==> config.mk <==
export PLATFORM = sky130hd
export DESIGN_NAME = led_arbiter_flat
export DESIGN_NICKNAME = d
export VERILOG_FILES = /design/src/rtl/led_arbiter_pkg.sv /design/src/rtl/led_arbiter_if.sv /design/src/rtl/led_tick_gen.sv /design/src/rtl/led_arbiter.sv /design/src/flat_wrapper.sv
export SDC_FILE = /design/constraint.sdc
export NUM_CORES = 1
export LEC_CHECK = 0
export ABC_AREA = 1
export BUFFER_PORTS_ARGS = -buffer_cell sky130_fd_sc_hd__buf_4
export CAP_MARGIN = 20
export CORE_MARGIN = 2
export CORE_UTILIZATION = 37
export CTS_CLUSTER_DIAMETER = 60
export DETAILED_ROUTE_END_ITERATION = 6
export PLACE_DENSITY = 0.6
export REMOVE_ABC_BUFFERS = 1
export SYNTH_ARGS = -nofsm -noshare
export SYNTH_HDL_FRONTEND = slang
export SYNTH_SLANG_ARGS = --single-unit
==> constraint.sdc <==
create_clock -name clk -period 4.5 [get_ports clk]
set_clock_uncertainty 0.15 [all_clocks]
set_input_delay 1.35 -clock clk [delete_from_list [all_inputs] [get_ports clk]]
set_output_delay 1.35 -clock clk [all_outputs]
set_load 0.02 [all_outputs]
==> src/rtl/led_arbiter_pkg.sv <==
// led_arbiter_pkg: shared types and helpers for the LED bank arbiter.
//   LED_W     - width of the LED bank
//   MAX_NREQ  - widest requester vector the arbiter supports
//   state_e   - arbiter FSM states
//   rr_pick   - round-robin search over a request vector from a start index
// Optional feature macro (used by the interface and top): LED_ARBITER_PWM_EN.
package led_arbiter_pkg;

  localparam int LED_W    = 8;
  localparam int MAX_NREQ = 8;

  typedef enum logic [0:0] {
    ST_IDLE = 1'b0,
    ST_OWN  = 1'b1
  } state_e;

  typedef struct packed {
    logic       valid;
    logic [2:0] idx;
  } rr_pick_t;

  // Scans nreq positions starting at 'start' and wrapping at nreq; the first
  // set request bit wins. 'start' is always below nreq, so a single
  // subtraction is enough to wrap.
  function automatic rr_pick_t rr_pick(input logic [MAX_NREQ-1:0] req,
                                       input logic [2:0]          start,
                                       input int                  nreq);
    rr_pick_t res;
    int       cand;
    res = '0;
    for (int i = 0; i < MAX_NREQ; i++) begin
      cand = int'(start) + i;
      if (cand >= nreq) cand = cand - nreq;
      if (i < nreq && !res.valid && req[cand[2:0]]) begin
        res.valid = 1'b1;
        res.idx   = cand[2:0];
      end
    end
    return res;
  endfunction

endpackage

==> src/rtl/led_arbiter_if.sv <==
// led_arbiter_if: requester-side bundle of the LED arbiter.
//   req     - one request line per requester (level-sensitive)
//   pattern - requester i drives bits [8i+7:8i]
//   led     - LED bank drive
//   grant   - one-hot current owner, zero when idle
//   busy    - high while a grant is active
//   duty    - PWM brightness, present only with LED_ARBITER_PWM_EN
// master: requester/top-level side.  slave: the arbiter.
interface led_arbiter_if #(
  parameter int NREQ = 4
);
  import led_arbiter_pkg::*;

  logic [NREQ-1:0]       req;
  logic [NREQ*LED_W-1:0] pattern;
  logic [LED_W-1:0]      led;
  logic [NREQ-1:0]       grant;
  logic                  busy;

`ifdef LED_ARBITER_PWM_EN
  logic [3:0]            duty;

  modport master (output req, pattern, duty, input led, grant, busy);
  modport slave  (input req, pattern, duty, output led, grant, busy);
`else
  modport master (output req, pattern, input led, grant, busy);
  modport slave  (input req, pattern, output led, grant, busy);
`endif

endinterface

==> src/rtl/led_tick_gen.sv <==
// led_tick_gen: free-running prescaler producing a one-cycle tick every
// PRESCALE clock cycles. Reusable by other board blocks.
//   clk  - system clock
//   rst  - synchronous, active-high reset (count returns to 0)
//   tick - high for the one cycle in which the count equals PRESCALE-1
module led_tick_gen #(
  parameter int unsigned PRESCALE = 1 << 20
) (
  input  logic clk,
  input  logic rst,
  output logic tick
);

  localparam int CW = (PRESCALE > 1) ? $clog2(PRESCALE) : 1;

  logic [CW-1:0] cnt_q, cnt_d;

  assign tick  = (cnt_q == CW'(PRESCALE - 1));
  assign cnt_d = tick ? '0 : cnt_q + CW'(1);

  always_ff @(posedge clk) begin
    if (rst) cnt_q <= '0;
    else     cnt_q <= cnt_d;
  end

endmodule

==> src/rtl/led_arbiter.sv <==
// led_arbiter: shares the 8-bit LED bank among NREQ requesters, round-robin,
// with a minimum display time of HOLD_TICKS prescaled ticks per grant.
//   clk  - system clock (25 MHz)
//   rst  - synchronous, active-high reset
//   bus  - led_arbiter_if.slave: req, pattern in; led, grant, busy out
//          (plus duty in when LED_ARBITER_PWM_EN is defined)
// Parameters: NREQ (2..8), PRESCALE (clk cycles per tick), HOLD_TICKS (>=1).
// Macro LED_ARBITER_PWM_EN adds a 16-step PWM brightness gate after led_q.
//
// state   | meaning
// --------+---------------------------------------------------------------
// ST_IDLE | no owner; LEDs dark; arbitrates any request from last+1
// ST_OWN  | last_q owns the LEDs; shows its pattern live, counts hold ticks
module led_arbiter
  import led_arbiter_pkg::*;
#(
  parameter int          NREQ       = 4,
  parameter int unsigned PRESCALE   = 1 << 20,
  parameter int unsigned HOLD_TICKS = 8
) (
  input  logic         clk,
  input  logic         rst,
  led_arbiter_if.slave bus
);

  localparam int HW = $clog2(HOLD_TICKS + 1);

  state_e           state_q, state_d;
  logic [2:0]       last_q, last_d;
  logic [NREQ-1:0]  grant_q, grant_d;
  logic [LED_W-1:0] led_q, led_d;
  logic [HW-1:0]    hold_q, hold_d;

  logic                tick;
  logic [LED_W-1:0]    pat_a [MAX_NREQ];
  logic [MAX_NREQ-1:0] req_w, own_w, comp_w, oh_w;
  logic [2:0]          next_start;
  logic                release_w, expired_w;
  rr_pick_t            pick;

  led_tick_gen #(.PRESCALE(PRESCALE)) u_tick (
    .clk  (clk),
    .rst  (rst),
    .tick (tick)
  );

  // Pattern slices padded to MAX_NREQ so a 3-bit index is always in range.
  for (genvar g = 0; g < MAX_NREQ; g++) begin : g_pat
    if (g < NREQ) begin : g_used
      assign pat_a[g] = bus.pattern[g*LED_W +: LED_W];
    end else begin : g_pad
      assign pat_a[g] = '0;
    end
  end

  assign req_w      = MAX_NREQ'(bus.req);
  assign own_w      = MAX_NREQ'(grant_q);
  // The owner's own request never counts as competition.
  assign comp_w     = req_w & ~own_w;
  assign release_w  = ~|(req_w & own_w);
  assign expired_w  = (hold_q == HW'(HOLD_TICKS));
  assign next_start = (last_q == 3'(NREQ - 1)) ? 3'd0 : last_q + 3'd1;

  always_comb begin
    state_d = state_q;
    last_d  = last_q;
    grant_d = grant_q;
    led_d   = led_q;
    hold_d  = hold_q;
    pick    = '0;
    oh_w    = '0;

    case (state_q)
      ST_IDLE: begin
        grant_d = '0;
        led_d   = '0;
        pick    = rr_pick(req_w, next_start, NREQ);
        if (pick.valid) begin
          oh_w    = MAX_NREQ'(1) << pick.idx;
          state_d = ST_OWN;
          last_d  = pick.idx;
          grant_d = oh_w[NREQ-1:0];
          led_d   = pat_a[pick.idx];
          hold_d  = '0;
        end
      end

      ST_OWN: begin
        led_d = pat_a[last_q];
        if (tick && !expired_w) hold_d = hold_q + HW'(1);
        // Release takes priority over expiry; either way the owner is masked
        // out of the search, so it can only be re-granted via IDLE.
        if (release_w || (expired_w && |comp_w)) begin
          pick   = rr_pick(comp_w, next_start, NREQ);
          hold_d = '0;
          if (pick.valid) begin
            oh_w    = MAX_NREQ'(1) << pick.idx;
            last_d  = pick.idx;
            grant_d = oh_w[NREQ-1:0];
            led_d   = pat_a[pick.idx];
          end else begin
            state_d = ST_IDLE;
            grant_d = '0;
            led_d   = '0;
          end
        end
      end

      default: begin
        state_d = ST_IDLE;
        grant_d = '0;
        led_d   = '0;
      end
    endcase
  end

  always_ff @(posedge clk) begin
    if (rst) begin
      state_q <= ST_IDLE;
      last_q  <= 3'(NREQ - 1);
      grant_q <= '0;
      led_q   <= '0;
      hold_q  <= '0;
    end else begin
      state_q <= state_d;
      last_q  <= last_d;
      grant_q <= grant_d;
      led_q   <= led_d;
      hold_q  <= hold_d;
    end
  end

  assign bus.grant = grant_q;
  assign bus.busy  = (state_q == ST_OWN);

`ifdef LED_ARBITER_PWM_EN
  logic [3:0] pwm_cnt_q, pwm_cnt_d;

  assign pwm_cnt_d = pwm_cnt_q + 4'd1;

  always_ff @(posedge clk) begin
    if (rst) pwm_cnt_q <= '0;
    else     pwm_cnt_q <= pwm_cnt_d;
  end

  // Gate after the register so the pins only change on clock edges.
  assign bus.led = led_q & {LED_W{pwm_cnt_q < bus.duty}};
`else
  assign bus.led = led_q;
`endif

endmodule

==> src/flat_wrapper.sv <==
// flat-port wrapper written by rule: the top's interface ports become plain ports
module led_arbiter_flat import led_arbiter_pkg::*;
#(
  parameter int          NREQ       = 4,
  parameter int unsigned PRESCALE   = 1 << 20,
  parameter int unsigned HOLD_TICKS = 8
)
  (clk, rst, bus_req, bus_pattern, bus_led, bus_grant, bus_busy);
  led_arbiter_if #(.NREQ(NREQ)) bus_i ();
  input  logic clk;
  input  logic rst;
  input wire logic [$bits(bus_i.req)-1:0] bus_req;
  input wire logic [$bits(bus_i.pattern)-1:0] bus_pattern;
  output wire logic [$bits(bus_i.led)-1:0] bus_led;
  output wire logic [$bits(bus_i.grant)-1:0] bus_grant;
  output wire logic [$bits(bus_i.busy)-1:0] bus_busy;
  assign bus_i.req = bus_req;
  assign bus_i.pattern = bus_pattern;
  assign bus_led = bus_i.led;
  assign bus_grant = bus_i.grant;
  assign bus_busy = bus_i.busy;
  led_arbiter #(.NREQ(NREQ), .PRESCALE(PRESCALE), .HOLD_TICKS(HOLD_TICKS)) u_core (.clk(clk), .rst(rst), .bus(bus_i));
endmodule
==> results.cfg <==
[status]
status = completed

[placement]
dp_slack_ps = 820
port_buffers = 50
hpwl_um = 7230
place_congestion = 0.900
placed_area_um2 = 3810

[floorplanning]
die_w_um = 99.8
die_h_um = 99.8
io_pins = 51
start_util_pct = 38.5
fp-row-count = 34
core_area_um2 = 8810
dieArea_um2 = 9960

[yosys]
synthDistinctLibCells = 40
yosysTopAreaCellShare_pct = 23.6
yosysWarnings = 0
ys_seq_area_share_pct = 23.6
synth_common_cells = 173 x nand2_1, 64 x inv_1, 46 x nand3_1, 40 x dfxtp_1
synth-edff-count = 0
ys_ff_latch = 40
synth_top_area_cell = dfxtp_1
syn_area_um2 = 3390
synthArstFlopShare_pct = 0
ys.flop_type = dfxtp_1
synth_most_common_cell = nand2_1
syn_inst = 572
synth_area_leaders = dfxtp_1 24%, nand2_1 19%, inv_1 7.1%
avgSynthCellArea_um2 = 5.93

[drt]
routed_via_density = 5.32
vias = 3849
wl_per_cell_um = 13.8
drt-total-wl_um = 9960
drcViolationCount = 0
drt_iter0_markers = 265
first_pass_iters = 5
final_antenna_net_count = 0

[power_and_ir_drop]
cellPowerDensity_nw_per_um2 = 871
intPower_mw = 1.41
sw_frac_of_total_pct = 58.9
p_leak_nw = 1.93
power_frac_seq_pct = 12.9
p_comb_share_pct = 77.8
ir_drop_uv = 303
p_sw_mw = 2.02
p_clk_share_pct = 9.4

[final_layout]
drive_gt1_share_pct = 17.6
final_nets = 657
synthToLayoutAreaGrowth_pct = 15.8
diodes = 0
fin_area_um2 = 3930

[worst_setup_path]
worstPathRequired_ps = 4530
cp-end-kind = flip-flop
path_class = flip-flop to flip-flop
cp-start-kind = flip-flop
cp_max_fo = 23
arrival_ps = 3480

[sta]
timing.hold.ws_ps = 302
relSlewSlack_pct = 59.8
slew_violations = 0
period_minus_slack_ps = 3450
worst_slew_pin_slew_ps = 601
fin_crit_sh_pct = 76.7
final_hold_viol_count = 0
setup_viol = 0
tns_ps = 0
timing.fmax_ghz = 0.290
rsz0062_at_grt = no
setup_slack_ps = 1050

[cts]
cts_buffers = 5
clock_latency_ps = 300
post_cts_resized = 0
htreeDepth = 2
hold_buffers = 0
cts_root_buffer = clkbuf_8
clk_pin_slew_ps = 100
clockBufferDepth = 2
cts_setup_buffers = 0
cts_tree = yes
cts_sinks = 40

[grt]
grt_util_all_layers_pct = 20.1
grt_pass1_wl_um = 16300
grt_max_degree = 28
antenna_found_initial = 0
grt_pass1_vias = 3412
grt-ovfl-total = 0

[flow_run]
cap_viol_max_count = 0

[worst_hold_path]
hold_path.class = flip-flop to flip-flop
[per-layer routing]
metal	track usage (%)	wire (um)	vias to the layer above	share of wire [%]
li1	-	-	1957	-
met1	28.7	4610	1711	46
met2	31.7	4390	166	44
met3	2.65	791	15	7.9
met4	6.22	165	0	1.7
met5	0	0	-	0
[kinds of logic after synthesis]
group           Yosys count  share of synthesized area (%)
simple gates            335                           46.5
compound gates           95                           15.4
buf+inv                  94                           11.9
flops                    40                           23.6
fa+ha+maj                 5                           1.84
xor+xnor                  3                          0.774
[power groups by stage]
stage	Clock, mW	Combinational [mW]	Sequential [mW]
after detailed placement	0	2.61	0.448
after floorplan	0	1.88	0.525
after CTS	0.327	2.62	0.440
after global placement	0	2.57	0.449
final	0.321	2.66	0.440
after global routing	0.341	2.98	0.445
[metrics by stage]
| stage | total power, mW | util [%] | instances |
|---|---|---|---|
| 5_1_grt | 3.77 | 44.7 | 723 |
| 3_3_place_gp | 3.02 | 43.3 | 715 |
| 6_report | 3.43 | 44.7 | 723 |
| 3_5_place_dp | 3.05 | 43.3 | 715 |
| 2_1_floorplan | 2.40 | - | 554 |
| 4_1_cts | 3.39 | 44.7 | 723 |
[worst max-delay path, stage by stage (launching register included)]
cell     delay [ps]
dfxtp_1         310
buf_4           200
inv_2           360
nand2_4         210
ha_1            380
inv_1            90
nand3_1          80
nand2_1          80
nor2_1          140
nand4_1         150
nand2_2         260
nand2_2         310
inv_2           140
nand3_1          80
nand2_1          90
nor2_1           40
o21ai_0         150
a21oi_1          90
[flip-flops by register name, summed over array words and instances, names as in the netlist]
| signal | cells |
|---|---|
| u_core.bus.led | 8 |
| u_core.bus.busy | 1 |
| u_core.bus.grant | 4 |
| u_core.hold_q | 4 |
| u_core.last_q | 3 |
| u_core.u_tick.cnt_q | 20 |
[cell usage in the layout (no fill, tap or decap), types with 3 or more instances in the layout]
master,count
ha_1,5
nand3_1,46
nand2_2,9
o21ai_1,9
nand4_1,26
nor3b_1,7
nor3_1,7
nand3_2,5
nand2_1,173
nor2_1,39
nand2_4,5
a31oi_1,5
o21ai_2,6
clkbuf_8,6
dfxtp_1,40
buf_4,53
a21oi_1,39
nand3b_1,5
o21ai_0,31
nor2_2,3
inv_2,10
inv_1,64
[cell type report]
| class | instances | area [um^2] |
|---|---|---|
| Sequential cell | 40 | 801 |
| Clock inverter | 2 | 38.8 |
| Clock buffer | 6 | 82.6 |
| Timing Repair Buffer | 53 | 398 |
| Multi-Input combinational cell | 438 | 2190 |
| Inverter | 76 | 287 |
| Tap cell | 108 | 135 |
| Fill cell | 907 | 4870 |
[worst paths after layout]
check / from / end / slack, ps / cells after the start
max: u_core.last_q[0] / u_core.bus.led[3] / 1050 / 17
min: u_core.u_tick.cnt_q[0] / u_core.u_tick.cnt_q[0] / 300 / 1
max reg2reg: u_core.last_q[0] / u_core.bus.led[3] / 1050 / 17
min reg2reg: u_core.u_tick.cnt_q[0] / u_core.u_tick.cnt_q[0] / 300 / 1
Power figures use the tool's default switching activity.
